### src/rtl/fetch_pkg.sv
// Shared definitions for the instruction fetch unit: FSM encodings, filler word, entry width.
// Latency: n/a (types and constants only).
// Backpressure: n/a.
package fetch_pkg;

  // Two-state fetch controller: waiting for a PC address, or one read outstanding.
  typedef enum logic [0:0] {
    FETCH_IDLE = 1'b0,
    FETCH_REQ  = 1'b1
  } fetch_state_t;

  // Word delivered in fault entries; also a harmless filler encoding.
  localparam logic [31:0] FETCH_NOP = 32'h0000_0000;

  // Default widths and the resulting FIFO entry width {fault, pc, word}.
  localparam int FETCH_AW      = 32;
  localparam int FETCH_DW      = 32;
  localparam int FETCH_ENTRY_W = FETCH_AW + FETCH_DW + 1;

  // Entry width for non-default address/data widths.
  function automatic int fetch_entry_w(input int aw, input int dw);
    return aw + dw + 1;
  endfunction

endpackage

### src/rtl/fetch_fifo.sv
// Small synchronous FIFO holding fetched entries for the decoder.
// Latency: a push is visible at dout/empty the cycle after the push edge.
// Backpressure: none internally; the caller never pushes when full nor pops when empty.
module fetch_fifo #(
  parameter int DEPTH = 2,
  parameter int WIDTH = 65
) (
  input  logic                       clk,
  input  logic                       rst,
  input  logic                       push,
  input  logic                       pop,
  input  logic                       clear,
  input  logic [WIDTH-1:0]           din,
  output logic [WIDTH-1:0]           dout,
  output logic                       full,
  output logic                       empty,
  output logic [$clog2(DEPTH):0]     count
);

  localparam int PW = $clog2(DEPTH);
  localparam int CW = PW + 1;

  logic [WIDTH-1:0] store [DEPTH];
  logic [PW-1:0]    wptr;
  logic [PW-1:0]    rptr;
  logic [CW-1:0]    cnt;

  // Pointer and occupancy update; clear beats push/pop, pointers wrap at DEPTH (power of two).
  always_ff @(posedge clk) begin
    if (rst || clear) begin
      wptr <= '0;
      rptr <= '0;
      cnt  <= '0;
    end else begin
      if (push) begin
        wptr <= wptr + 1'b1;
      end
      if (pop) begin
        rptr <= rptr + 1'b1;
      end
      case ({push, pop})
        2'b10:   cnt <= cnt + 1'b1;
        2'b01:   cnt <= cnt - 1'b1;
        default: cnt <= cnt;
      endcase
    end
  end

  // Entry storage; contents are don't-care until written, so no reset is needed here.
  always_ff @(posedge clk) begin
    if (push && !clear && !rst) begin
      store[wptr] <= din;
    end
  end

  assign dout  = store[rptr];
  assign count = cnt;
  assign full  = (cnt == CW'(DEPTH));
  assign empty = (cnt == '0);

endmodule

### src/rtl/fetch_unit.sv
// Instruction fetch: takes PC addresses, issues single-outstanding memory reads, buffers {pc, word} for decode.
// Latency: PC accept at N, mem_req at N+1, ack at N+1 gives instr_valid at N+2 (2 cycles minimum).
// Backpressure: pc_ready low while a read is in flight, the FIFO has no room, or flush is high.
// Optional: define FETCH_ALIGN_CHECK_EN to turn misaligned PC addresses into fault entries instead of reads.
module fetch_unit #(
  parameter int AW    = 32,
  parameter int DW    = 32,
  parameter int DEPTH = 2
) (
  input  logic          clk,
  input  logic          rst,
  input  logic [AW-1:0] pc_addr,
  input  logic          pc_valid,
  output logic          pc_ready,
  input  logic          flush,
  output logic          mem_req,
  output logic [AW-1:0] mem_addr,
  input  logic          mem_ack,
  input  logic [DW-1:0] mem_rdata,
  output logic          instr_valid,
  input  logic          instr_ready,
  output logic [DW-1:0] instr,
  output logic [AW-1:0] instr_pc,
  output logic          instr_fault
);

  import fetch_pkg::*;

  localparam int EW = fetch_entry_w(AW, DW);
  localparam int CW = $clog2(DEPTH) + 1;

  fetch_state_t    state;
  fetch_state_t    state_nxt;
  logic [AW-1:0]   mem_addr_q;
  logic            kill;
  logic            issue;
  logic            mem_push;
  logic            room;

  logic            fifo_push;
  logic            fifo_pop;
  logic [EW-1:0]   fifo_din;
  logic [EW-1:0]   fifo_dout;
  logic            fifo_full;
  logic            fifo_empty;
  logic [CW-1:0]   fifo_count;

`ifdef FETCH_ALIGN_CHECK_EN
  localparam logic [CW-1:0] LAST_SLOT = CW'(DEPTH - 1);

  logic            fault_take;
  logic            fault_pend;
  logic [AW-1:0]   fault_pc;
`endif

  // A pending fault entry has not reached the FIFO count yet, so it must reserve a slot.
`ifdef FETCH_ALIGN_CHECK_EN
  assign room = fault_pend ? (fifo_count < LAST_SLOT) : !fifo_full;
`else
  assign room = !fifo_full;
`endif

  assign pc_ready = (state == FETCH_IDLE) && room && !flush;

  // Next-state and push decode; a killed read still completes its handshake but is not buffered.
  always_comb begin
    state_nxt = state;
    issue     = 1'b0;
    mem_push  = 1'b0;
`ifdef FETCH_ALIGN_CHECK_EN
    fault_take = 1'b0;
`endif
    case (state)
      FETCH_IDLE: begin
        if (pc_valid && pc_ready) begin
`ifdef FETCH_ALIGN_CHECK_EN
          if (pc_addr[1:0] != 2'b00) begin
            fault_take = 1'b1;
          end else begin
            issue     = 1'b1;
            state_nxt = FETCH_REQ;
          end
`else
          issue     = 1'b1;
          state_nxt = FETCH_REQ;
`endif
        end
      end
      FETCH_REQ: begin
        if (mem_ack) begin
          mem_push  = !kill;
          state_nxt = FETCH_IDLE;
        end
      end
      default: begin
        state_nxt = FETCH_IDLE;
      end
    endcase
  end

  // State, held read address and kill flag; a flush during a read lets it finish but marks it stale.
  always_ff @(posedge clk) begin
    if (rst) begin
      state      <= FETCH_IDLE;
      mem_addr_q <= '0;
      kill       <= 1'b0;
    end else begin
      state <= state_nxt;
      if (issue) begin
        mem_addr_q <= {pc_addr[AW-1:2], 2'b00};
        kill       <= 1'b0;
      end else if ((state == FETCH_REQ) && flush) begin
        kill <= 1'b1;
      end
    end
  end

`ifdef FETCH_ALIGN_CHECK_EN
  // Misaligned accept becomes a fault entry written on the following cycle.
  always_ff @(posedge clk) begin
    if (rst) begin
      fault_pend <= 1'b0;
      fault_pc   <= '0;
    end else begin
      fault_pend <= fault_take;
      if (fault_take) begin
        fault_pc <= pc_addr;
      end
    end
  end

  // Fault entries only occur while idle, so they never collide with a memory return.
  assign fifo_push = mem_push | fault_pend;
  assign fifo_din  = fault_pend ? {1'b1, fault_pc, DW'(FETCH_NOP)}
                                : {1'b0, mem_addr_q, mem_rdata};
`else
  assign fifo_push = mem_push;
  assign fifo_din  = {1'b0, mem_addr_q, mem_rdata};

  logic unused_noalign;
  assign unused_noalign = ^{pc_addr[1:0], fifo_count, fifo_dout[EW-1]};
`endif

  assign fifo_pop = instr_valid && instr_ready;

  fetch_fifo #(
    .DEPTH (DEPTH),
    .WIDTH (EW)
  ) u_fifo (
    .clk   (clk),
    .rst   (rst),
    .push  (fifo_push),
    .pop   (fifo_pop),
    .clear (flush),
    .din   (fifo_din),
    .dout  (fifo_dout),
    .full  (fifo_full),
    .empty (fifo_empty),
    .count (fifo_count)
  );

  assign mem_req  = (state == FETCH_REQ);
  assign mem_addr = mem_addr_q;

  // Head fields read as zero when nothing is buffered, so reset shows clean outputs.
  assign instr_valid = !fifo_empty;
  assign instr       = instr_valid ? fifo_dout[DW-1:0]  : '0;
  assign instr_pc    = instr_valid ? fifo_dout[DW +: AW] : '0;
`ifdef FETCH_ALIGN_CHECK_EN
  assign instr_fault = instr_valid && fifo_dout[EW-1];
`else
  assign instr_fault = 1'b0;
`endif

endmodule

### config.mk
export PLATFORM = sky130hd
export DESIGN_NAME = fetch_unit
export DESIGN_NICKNAME = d
export VERILOG_FILES = /design/src/rtl/fetch_pkg.sv /design/src/rtl/fetch_fifo.sv /design/src/rtl/fetch_unit.sv
export SDC_FILE = /design/constraint.sdc
export NUM_CORES = 1
export LEC_CHECK = 0
export ABC_AREA = 1
export CAP_MARGIN = 20
export CORE_MARGIN = 5
export CORE_UTILIZATION = 44
export CTS_CLUSTER_DIAMETER = 200
export DETAILED_ROUTE_END_ITERATION = 6
export GPL_TIMING_DRIVEN = 0
export PLACE_DENSITY_LB_ADDON = 0.05
export SLEW_MARGIN = 20
export SYNTH_ARGS = -nofsm -noshare
export SYNTH_HDL_FRONTEND = slang
export SYNTH_SLANG_ARGS = --single-unit
### constraint.sdc
create_clock -name clk -period 8.02 [get_ports clk]
set_input_delay 1.203 -clock clk [delete_from_list [all_inputs] [get_ports clk]]
set_output_delay 1.203 -clock clk [all_outputs]
set_load 0.01 [all_outputs]
### Word-level counts from Yosys, hierarchy flattened

Memory sizes are Yosys's and may differ from the RTL's. A register that Yosys moved wholly into a read port is not among the register bits.
Index checks and enable logic that the tools add are counted.
Widths: inputs -> output; s select.

| word-level totals | value |
|---|---|
| register bits after elaboration | 36 |
| bits of input ports | 70 |
| memories | 1 |
| bits in writable memories | 124 |
| word-level logic and storage cells | 44 |
| output and inout port bits | 100 |

Memory list:

| name | depth | bits a word | read ports | clocked after memory_dff | wr ports | RTL line | source |
|---|---|---|---|---|---|---|---|
| u_fifo.store | 2 | 62 | 1 | 1 | 1 | fetch_fifo.sv:23 | `logic [WIDTH-1:0] store [DEPTH];` |

| operators by class | value |
|---|---|
| mux-type cells | 13 |
| $add $sub $neg | 4 |
| reduce and logical (&&, ||, !) cells | 16 |
| bitwise logic cells | 1 |
| equality and inequality tests | 3 |

Operator list:

| kind | number |
|---|---|
| $mux 32 | 2 |
| $mux 1 | 9 |
| $logic_and 1x1->1 | 7 |
| $logic_not 1->1 | 5 |
| $eq 2x2->1 const B | 2 |
| $pmux 2 s2 | 1 |
| $add 1x1->1 const B | 2 |
| $add 2x1->2 const B | 1 |
| $eq 2x1->1 const B | 1 |
| $logic_not 2->1 | 1 |
| $pmux 1 s2 | 1 |
| $reduce_bool 2->1 | 1 |
| $reduce_or 2->1 | 1 |
| $sub 2x1->2 const B | 1 |
| $logic_or 1x1->1 | 1 |
| $not 1->1 | 1 |

### Depth between registers and ports, before layout

Gate-level depths: netlist of the first run.

| depth | value |
|---|---|
| depth in word-level cells | 8 |
| mapped depth | 7 |
| depth with buffers taken out | 7 |

### Hierarchy

From an unflattened synthesis of the first run, not the netlist that was laid out.

| second synthesis, totals | value |
|---|---|
| cells, all modules | 650 |
| area total of the unflattened synthesis | 7337.0 µm² |

By module, submodules not included:

| module | area each (µm²) | cells an instance | sequential area each (µm²) | times used |
|---|---|---|---|---|
| fetch_fifo | 5129.9 | 237 | 4003.8 | 1 |
| fetch_unit | 2207.1 | 413 | 640.6 | 1 |

### Worst setup path after synthesis of the first run

No wires, ideal clock.

| path | value |
|---|---|
| path type | input-to-reg |
| start | in flush |
| end | mem u_fifo.store[1][0] in the netlist's numbering, enable pin |
| path buffers | 0 |
| arrival time | 7290 ps |
| setup time | 642 ps |
| slack | 88 ps |
| required time | 7378 ps |
| stages | 1 |
| path through | nor4_1 |

| on the way | value |
|---|---|
| longest elaborated chain between the ends | 5 |

RTL lines:

| what | RTL line | source |
|---|---|---|
| start: declaration | fetch_unit.sv:15 | `input logic flush,` |
| $logic_not 1->1 | fetch_fifo.sv:51 | `if (push && !clear && !rst) begin` |
| $logic_and 1x1->1 (2 in a row) | fetch_fifo.sv:51 |  |
| $mux 1 | fetch_fifo.sv:51 |  |
| $mux 1 (not written as such) | fetch_fifo.sv:52 | `store[wptr] <= din;` |
| end: declaration | fetch_fifo.sv:23 |  |

Every way passes these cells.

### Worst setup path after layout of the first run

| path | value |
|---|---|
| start | in flush |
| end | out pc_ready |

| on the way | value |
|---|---|
| longest elaborated chain between the ends | 2 |

RTL lines:

| what | RTL line | source |
|---|---|---|
| $logic_not 1->1 | fetch_unit.sv:63 | `assign pc_ready = (state == FETCH_IDLE) && room && !flush;` |
| $logic_and 1x1->1 | fetch_unit.sv:63 |  |
| end: declaration | fetch_unit.sv:14 | `output logic pc_ready,` |

Every way passes these cells.

==> reports/qor.csv, run 1 <==
metric,value,unit
status,"complete, no violations",
number of port buffers,162,
worst-skew pair later-pin latency,0.41,ns
Critical Path AT,2.89,ns
clock power share,40.7,%
Die Ht,132,microns
Internal,0.00141,W
DRT Pass-1 Iters,4,
CTS root buf,clkbuf_16,
f_max,244,MHz
hold_sp,mem_addr[13]$_SDFFE_PP0P_,
"slowest stage delay, CP",0.53,ns
Buf/Inv on CP,3,
Max VDD drop,0.000140,V
CTS tree,built,
Rel. slew slack,64.9,%
clk slew on worst S/H paths,0.06,ns
combinational fraction of design power,7.8,%
initial antenna violation count,0,
GRT Util Overall,17.9,%
row count,44,
Crit-path slowest cell,clkdlybuf4s50_1,
clk buf depth,2,
TritonCTS buffer count,17,
Tcrit/Tclk final,51.0,%
CTS resizes,0,
final setup fails,0,
DRC,0,
Detail Placement HPWL,11300,microns
final worst path period need,4.09,ns
leading area contributor after synthesis,edfxtp_1,
Startpoint Class,input pin,
hold buffer count at cts,0,
Post-synth EDFFs,124,
num ports,170,
pin count of the biggest net entering global routing,22,
top post-synthesis cells by count,"nand2_1, edfxtp_1, inv_1, a21oi_1",
reg2reg end,u_fifo.store[1][27]$_DFFE_PP_,
WHS,0.481,ns
Die ar.,17300,sq um
drt wl/cell,15.1,microns
"Primary FF master, synth",edfxtp_1,
cells along the critical path,clkdlybuf4s50_1 -> nor2_2 -> buf_2 -> and2_1 -> clkdlybuf4s50_1,
Syn Std Cell Area,6500,sq um
top cell type's share of synthesized area,57.3,%
distinct cell type count after synthesis,22,
worst setup path startpoint,flush,
Nets,909,
Reg power frac,51.5,%
gr ovfl total,0,
Fin. Hold Viols,0,
WS Path Type,input pin to primary output,
CP Data Required Time,6.82,ns
die width,132,microns
Cells after DPL,1003,
top post-synthesis cells by area,"edfxtp_1, dfxtp_1, nand2_1",
P&R area growth vs syn,39.2,%
vias,4851,
most common cell in the netlist,nand2_1,
Total Wirelength,15600,microns
Sink Count,161,
RSZ-0062 raised after global routing,no,
hold endpoint,u_fifo.store[1][43]$_DFFE_PP_,
Max-Cap Viols,0,
area of the core,14500,sq um
FF-to-FF setup slack,5.73,ns
net switching power,0.000383,W
Sum Neg Setup Slack,0,ns
Initial Util,44.7,%
synthesized flop and latch total,161,
Post-Syn Area per Cell,10.2,sq um
Layout Cells excl Fill,1034,
register area share after synthesis,68.7,%
post-CTS setup buffer count,0,
Crit path max-delay family,buffers and inverters,
cell count of the worst hold path,0,
most frequent CP cell,clkdlybuf4s50_1,
Syn Inst Count,639,
crit end category,primary output,
Leak,3.61,nW
vias in the first global route,4869,
worst-margin pin slew,0.526,ns
fin. max-slew vios,0,
worst-case reg-to-reg path depth,6,
Synth warnings,0,
htree depth,4,
worst r2r src,mem_req$_SDFF_PP0_,
Power Dens Cells,198,nW/um^2
drt via density,4.69,
Hold Crit Class,register to register,
DRT antenna net count,0,
post-route clock skew,0.00646,ns
overall power,0.00180,W
share of cells above drive strength 1,9.18,%
wire length of the first global-routing pass,24800,microns
Final GP Congestion,0.813,
iteration-0 DRC count of the detailed router,258,
Util after Layout,62.3,%
n_diodes,0,
ys async rst share,0,%
worst-path fanout max,10,
switching share of total power,21.3,%
==> worst max path at each step <==
stage                                               end  depth (start not counted)  slack [ns]
after global placement    u_fifo.store[1][25]$_DFFE_PP_                          3       -4.17
after detailed placement                       pc_ready                          5        3.92
after CTS                                      pc_ready                          5        3.92
final                                          pc_ready                          5        3.93
after global routing                           pc_ready                          5        3.83
after floorplan            u_fifo.store[1][0]$_DFFE_PP_                          1        0.09
==> cell families after synthesis <==
kind of cell	Yosys count	synth area share (%)
and+or+nand+nor	268	17.0
DFF	161	68.7
buffers and inverters	139	8.76
AOI/OAI and AO/OA	69	5.31
adders and majority gates	1	0.192
other	1	0.0577
==> per-stage QoR <==
step,instance area [sq um],setup WS (ns)
final,9050,3.93
after global routing,9050,3.83
after CTS,9050,3.92
after detailed placement,8520,3.92
after global placement,8370,-4.17
after floorplan,6520,0.0878
==> cells in the final DEF (no fill, tap or decap) <==
master	instances
nand2_1	191
clkdlybuf4s50_1	162
edfxtp_1	124
inv_1	97
a21oi_1	67
dfxtp_1	37
nor2_1	36
buf_2	32
nand4_1	30
clkbuf_16	17
clkbuf_1	14
buf_4	7
conb_1	5
clkinvlp_4	4
inv_2	3
nand3_1	3
nor2_2	2
buf_1	2
o21ai_0	2
clkinv_2	2
clkinv_4	2
buf_16	2
nand2_2	1
and2_1	1
nor4_2	1
nor2_4	1
nand3_2	1
or2_2	1
ha_1	1
bufinv_16	1
buf_12	1
==> area by class of cell <==
class | count | area (sq um)
Fill cell | 1211 | 5490
Sequential cell | 161 | 4460
Timing Repair Buffer | 176 | 1760
Multi-Input combinational cell | 343 | 1500
Clock buffer | 22 | 444
Inverter | 100 | 375
Tap cell | 184 | 230
Buffer | 39 | 194
Clock inverter | 9 | 87.6
==> flip-flops by register name, summed over array words and instances (netlist names), named ones only <==
register      cells
mem_req           1
mem_addr         30
u_fifo.rptr       1
kill              1
u_fifo.store    124
u_fifo.wptr       1
u_fifo.count      2
==> layer usage <==
layer,share of wire [%],track usage (%)
met3,6.3,5.73
met1,43,21.6
met4,1.2,5.37
met2,49,30.7
met5,0,0
==> worst register-to-register path, stage by stage (launching register included) <==
cell and delay (ns):
dfxtp_1 0.40, nand3_1 0.26, nor4_2 0.42, buf_4 0.26, buf_2 0.22, buf_2 0.22
buf_2 0.21
==> power groups by stage <==
| stage | clock [W] | combinational [W] | sequential, W |
|---|---|---|---|
| 6_report | 0.000731 | 0.000140 | 0.000925 |
| 3_5_place_dp | 0 | 0.000140 | 0.000943 |
| 2_1_floorplan | 0 | 0.0000532 | 0.000945 |
| 3_3_place_gp | 0 | 0.000137 | 0.000942 |
| 5_1_grt | 0.000777 | 0.000154 | 0.000927 |
| 4_1_cts | 0.000744 | 0.000141 | 0.000925 |
Note: power is estimated with default switching activity, not from simulation.
==> inputs of run 2 (changes only) <==
--- a/config.mk
+++ b/config.mk
@@ -8,7 +8,7 @@
 export ABC_AREA = 1
 export CAP_MARGIN = 20
 export CORE_MARGIN = 5
-export CORE_UTILIZATION = 44
+export CORE_UTILIZATION = 46
 export CTS_CLUSTER_DIAMETER = 200
 export DETAILED_ROUTE_END_ITERATION = 6
 export GPL_TIMING_DRIVEN = 0
==> constraint.sdc (replaced) <==
create_clock -name clk -period 4.15 [get_ports clk]
set_input_delay 0.6225 -clock clk [delete_from_list [all_inputs] [get_ports clk]]
set_output_delay 0.6225 -clock clk [all_outputs]
set_load 0.01 [all_outputs]
==> run 2 against run 1 <==
Effect of this change: core utilization increased by 3.1 points; non-clock buffer count decreased by 6; register-to-register slack got worse by 3.9 ns; flip-flop and latch count unchanged; critical path type unchanged; critical endpoint unchanged; largest power group unchanged; highest routed layer unchanged.
==> reports/qor.csv, run 2 (same netlist as run 1, synthesis figures left out) <==
metric,value,unit,change
drt via density,4.67,,was 4.69
n_diodes,0,,unchanged
switching share of total power,21.2,%,was 21.3%
share of cells above drive strength 1,8.76,%,was 9.18%
Util after Layout,65.3,%,was 62.3%
Largest Register,u_fifo.store,,unchanged
pin count of the biggest net entering global routing,23,,was 22
Internal,0.00279,W,was 0.00141 W
die width,129,microns,was 132 microns
worst-skew pair later-pin latency,0.41,ns,about the same
WS Path Type,input pin to primary output,,unchanged
status,"complete, no violations",,unchanged
Hold Crit Class,register to register,,unchanged
Final WS setup,1.18,ns,was 3.93 ns
area of the core,13900,sq um,"was 14,500 sq um"
Power Dens Cells,391,nW/um^2,was 198 nW/um^2
GRT Util Overall,18.7,%,was 17.9%
worst-margin pin slew,0.740,ns,was 0.526 ns
max FFs per register,124,,unchanged
Total Wirelength,15200,microns,"was 15,600 microns"
Tcrit/Tclk final,71.6,%,
initial antenna violation count,0,,unchanged
vias in the first global route,4788,,"was 4,869"
"worst slack, placed",1.08,ns,was 3.92 ns
iteration-0 DRC count of the detailed router,208,,was 258
f_max,337,MHz,
Max VDD drop,0.000241,V,was 0.000140 V
Reg power frac,50.4,%,was 51.5%
hold buffer count at cts,0,,unchanged
final setup fails,0,,unchanged
Final GP Congestion,0.806,,was 0.813
Fillers,1129,,"was 1,211"
post-route clock skew,0.00936,ns,was 0.00646 ns
DRT Pass-1 Iters,4,,unchanged
Detail Placement HPWL,10800,microns,"was 11,300 microns"
Cells after DPL,993,,"was 1,003"
Startpoint Class,input pin,,unchanged
Initial Util,46.8,%,was 44.7%
htree depth,4,,unchanged
TritonCTS buffer count,17,,unchanged
most frequent cells in the layout,"nand2_1, clkdlybuf4s50_1, edfxtp_1, inv_1, a21oi_1",,unchanged
wire length of the first global-routing pass,23700,microns,"was 24,800 microns"
net switching power,0.000751,W,was 0.000383 W
fin. max-slew vios,0,,unchanged
Rel. slew slack,50.6,%,was 64.9%
post-CTS setup buffer count,0,,unchanged
clock power share,42.0,%,was 40.7%
worst-path fanout max,10,,unchanged
Critical Path AT,2.35,ns,was 2.89 ns
clk buf depth,2,,unchanged
Fin. Hold Viols,0,,unchanged
P&R area growth vs syn,39.5,%,was 39.2%
Die Ht,129,microns,was 132 microns
Die ar.,16600,sq um,"was 17,300 sq um"
Max-Cap Viols,0,,unchanged
DRC,0,,unchanged
Nets,903,,was 909
DRT antenna net count,0,,unchanged
clk slew on worst S/H paths,0.06,ns,about the same
CP Data Required Time,3.53,ns,was 6.82 ns
CTS root buf,clkbuf_16,,unchanged
Layout Cells excl Fill,1025,,"was 1,034"
num ports,170,,unchanged
Leak,3.60,nW,was 3.61 nW
number of port buffers,162,,unchanged
vias,4790,,"was 4,851"
drt wl/cell,14.8,microns,was 15.1 microns
CTS tree,built,,unchanged
CTS resizes,0,,unchanged
RSZ-0062 raised after global routing,no,,unchanged
row count,43,,was 44
Sink Count,161,,unchanged
gr ovfl total,0,,unchanged
crit end category,primary output,,unchanged
combinational fraction of design power,7.6,%,was 7.8%
final worst path period need,2.97,ns,
"commonest non-fill, non-tap cell in the layout",nand2_1,,unchanged
## run 2: cell count changes in the layout (fill, tap and decap cells not counted), moves of 2 or more
| cell | previous run | this run |
|---|---|---|
| clkinv_1 | 0 | 2 |
| clkbuf_1 | 14 | 11 |
| buf_6 | 0 | 2 |
| inv_6 | 0 | 2 |
| buf_2 | 32 | 23 |
## run 2: layout make-up
class                   count  area, sq um  share of cell area (%)
multi-input cells         343         1510                    16.6
flip-flops and latches    161         4460                    49.2
repair buffers            170         1740                    19.1
plain buffers              39          194                    2.14
clock inverters            13          136                    1.50
inverters                 100          375                    4.14
well taps                 180          225                    2.48
clock buffers              19          433                    4.77
## run 2: power by group through the flow
stage	combinational, W	sequential (W)	clock, W
2_1_floorplan	0.000103	0.00183	0
3_3_place_gp	0.000263	0.00182	0
3_5_place_dp	0.000270	0.00182	0
4_1_cts	0.000273	0.00179	0.00151
5_1_grt	0.000299	0.00179	0.00159
6_report	0.000269	0.00179	0.00149
## run 2: worst paths after layout
path	slack [ns]	startpoint	depth (start not counted)	end
min reg2reg	0.48	mem_addr[30]$_SDFFE_PP0P_	0	u_fifo.store[1][60]$_DFFE_PP_
max	1.18	flush	5	pc_ready
max reg2reg	1.84	mem_req$_SDFF_PP0_	6	u_fifo.store[1][13]$_DFFE_PP_
min	0.48	mem_addr[30]$_SDFFE_PP0P_	0	u_fifo.store[1][60]$_DFFE_PP_
## run 2: worst max-delay path: stages
cell and delay, ns:
clkdlybuf4s50_1 0.51, nor2_2 0.28, buf_2 0.26, and2_1 0.15, clkdlybuf4s50_1 0.53
## run 2: metrics by stage
stage | area (sq um) | power, W | hold slack, ns | TNS (ns)
2_1_floorplan | 6530 | 0.00193 | 0.453 | 0
3_3_place_gp | 8380 | 0.00208 | 0.461 | -183.31
3_5_place_dp | 8500 | 0.00209 | 0.464 | 0
4_1_cts | 9070 | 0.00357 | 0.478 | 0
5_1_grt | 9070 | 0.00368 | 0.496 | 0
6_report | 9070 | 0.00354 | 0.477 | 0
## run 2: per-layer routing
metal  vias to the layer above  wire, microns  global-route usage (%)
met3                        11            944                    5.52
met2                       118           7790                    32.7
li1                       2453              -                       -
met4                         0            142                    5.81
met1                      2208           6280                    22.1
met5                         -              0                       0
==> inputs of run 3 (changes only) <==
==> constraint.sdc (replaced) <==
create_clock -name clk -period 3.05 [get_ports clk]
set_input_delay 0.4575 -clock clk [delete_from_list [all_inputs] [get_ports clk]]
set_output_delay 0.4575 -clock clk [all_outputs]
set_load 0.01 [all_outputs]
==> run 3 against run 2 <==
Effect of this change: register-to-register slack got worse by 0.95 ns; worst setup slack got worse by 0.90 ns; die area did not move; combinational power grew 36%; sequential power grew 36%; first-iteration DRC count rose by 23%; clock power increased by 36%; power increased by 36%; largest cell class unchanged.
==> reports/qor.csv, run 3 (same netlist as run 1, synthesis figures left out) <==
metric,value,unit,change
CTS tree,built,,unchanged
CTS root buf,clkbuf_16,,unchanged
worst-margin pin slew,0.866,ns,was 0.740 ns
Power Dens Cells,531,nW/um^2,was 391 nW/um^2
CTS resizes,0,,unchanged
Crit-path slowest cell,clkdlybuf4s50_1,,unchanged
WHS,0.480,ns,was 0.477 ns
htree depth,4,,unchanged
M1 WL,6370,microns,was 6280 microns
"commonest non-fill, non-tap cell in the layout",nand2_1,,unchanged
Fin. Hold Viols,0,,unchanged
max FFs per register,124,,unchanged
share of cells above drive strength 1,8.76,%,unchanged
DRC,0,,unchanged
Total Wirelength,15300,microns,"was 15,200 microns"
Nets,903,,unchanged
Rel. slew slack,41.8,%,was 50.6%
Leak,3.62,nW,was 3.60 nW
vias,4783,,"was 4,790"
Sum Neg Setup Slack,0,ns,unchanged
Final GP Congestion,0.779,,was 0.806
DR top layer,met4,,unchanged
Largest Register,u_fifo.store,,unchanged
Startpoint Class,register,,was input pin
num ports,170,,unchanged
area of the core,13900,sq um,unchanged
GRT Util Overall,19.3,%,was 18.7%
Internal,0.00386,W,was 0.00279 W
most frequent cells in the layout,"nand2_1, clkdlybuf4s50_1, edfxtp_1, inv_1, a21oi_1",,unchanged
Max-Cap Viols,0,,unchanged
Sink Count,161,,unchanged
worst-path fanout max,10,,unchanged
CP Data Required Time,2.59,ns,was 3.53 ns
wire length of the first global-routing pass,24700,microns,"was 23,700 microns"
Die ar.,16600,sq um,unchanged
Initial Util,46.8,%,unchanged
clk slew on worst S/H paths,0.06,ns,about the same
final setup fails,0,,unchanged
fin. max-slew vios,0,,unchanged
final worst path period need,2.77,ns,
P&R area growth vs syn,39.8,%,was 39.5%
Die Ht,129,microns,unchanged
metal2 WL,7650,microns,was 7790 microns
Hold Crit Class,register to register,,unchanged
clk buf depth,2,,unchanged
f_max,361,MHz,
Tcrit/Tclk final,90.8,%,
RSZ-0062 raised after global routing,no,,unchanged
hold buffer count at cts,0,,unchanged
row count,43,,unchanged
"slowest stage delay, CP",0.58,ns,was 0.53 ns
DRT antenna net count,0,,unchanged
worst-skew pair later-pin latency,0.41,ns,about the same
post-CTS setup buffer count,0,,unchanged
switching share of total power,20.1,%,was 21.2%
Max VDD drop,0.000406,V,was 0.000241 V
drt via density,4.67,,about the same
die width,129,microns,unchanged
Detail Placement HPWL,11100,microns,"was 10,800 microns"
post-route clock skew,0.00978,ns,was 0.00936 ns
Reg power frac,50.4,%,about the same
iteration-0 DRC count of the detailed router,256,,was 208
TritonCTS buffer count,17,,unchanged
gr ovfl total,0,,unchanged
cells along the critical path,buf_2 -> clkbuf_1 -> nand2_1 -> a21oi_1 -> clkdlybuf4s50_1,,was clkdlybuf4s50_1 -> nor2_2 -> buf_2 -> and2_1 -> clkdlybuf4s50_1
net switching power,0.000970,W,was 0.000751 W
initial antenna violation count,0,,unchanged
pin count of the biggest net entering global routing,23,,unchanged
DRT Pass-1 Iters,4,,unchanged
vias in the first global route,4974,,"was 4,788"
drt wl/cell,14.9,microns,was 14.8 microns
number of port buffers,162,,unchanged
status,"complete, no violations",,unchanged
combinational fraction of design power,7.6,%,about the same
n_diodes,0,,unchanged
crit end category,primary output,,unchanged
WS Path Type,register to primary output,,was input pin to primary output
WL met3,933,microns,was 944 microns
Critical Path AT,2.31,ns,was 2.35 ns
clock power share,42.0,%,about the same
## run 3: cell types whose count changed in the layout (fill, tap and decap cells not counted), moves of 2 or more
cell and delta:
buf_6 +2, clkbuf_8 +4, inv_6 -2, clkinvlp_4 -4, clkinv_1 -2, clkbuf_1 +4, buf_4 -2
## run 3: power groups by stage
stage	combinational [W]	clock [W]	sequential, W
final	0.000367	0.00203	0.00243
after global routing	0.000406	0.00218	0.00244
after CTS	0.000371	0.00207	0.00243
after detailed placement	0.000368	0	0.00248
after global placement	0.000359	0	0.00248
after floorplan	0.000141	0	0.00248
## run 3: final cells by class
cell class	count	area (sq um)
fill	1127	4790
sequential	161	4470
timing repair buffer	170	1740
multi-input combinational	343	1520
clock buffer	28	528
inverter	100	375
tap	180	225
buffer	39	194
clock inverter	4	47.5
## run 3: final timing paths
check,start,endpoint,slack [ns],depth (start not counted)
max,register,instr_pc[19],0.28,5
min,mem_addr[31]$_SDFFE_PP0P_,u_fifo.store[1][61]$_DFFE_PP_,0.48,0
max reg2reg,mem_req$_SDFF_PP0_,u_fifo.store[1][22]$_DFFE_PP_,0.89,5
min reg2reg,mem_addr[31]$_SDFFE_PP0P_,u_fifo.store[1][61]$_DFFE_PP_,0.48,0
## run 3: worst max-delay path, delay by kind of cell (launching register included)
family / cells / cell delay, ns
buffers and inverters: 3 / 1.25
flip-flops: 1 / 0.30
AO/OA/AOI/OAI: 1 / 0.25
AND/OR/NAND/NOR: 1 / 0.10
## run 3: routing by layer
layer,track usage [%],vias to the layer above
met4,8.46,0
met3,5.02,24
li1,-,2450
met1,23.3,2169
met2,32.6,140
met5,0,-
## run 3: metrics by stage
stage	instance area [sq um]	cells	util, %	total power (W)	setup WS (ns)
2_1_floorplan	6550	643	-	0.00263	0.0140
3_3_place_gp	8390	985	60.5	0.00284	-1.75
3_5_place_dp	8510	993	61.3	0.00285	0.183
4_1_cts	9090	1025	65.5	0.00487	0.239
5_1_grt	9090	1025	65.5	0.00502	0.117
6_report	9090	1025	65.5	0.00483	0.279
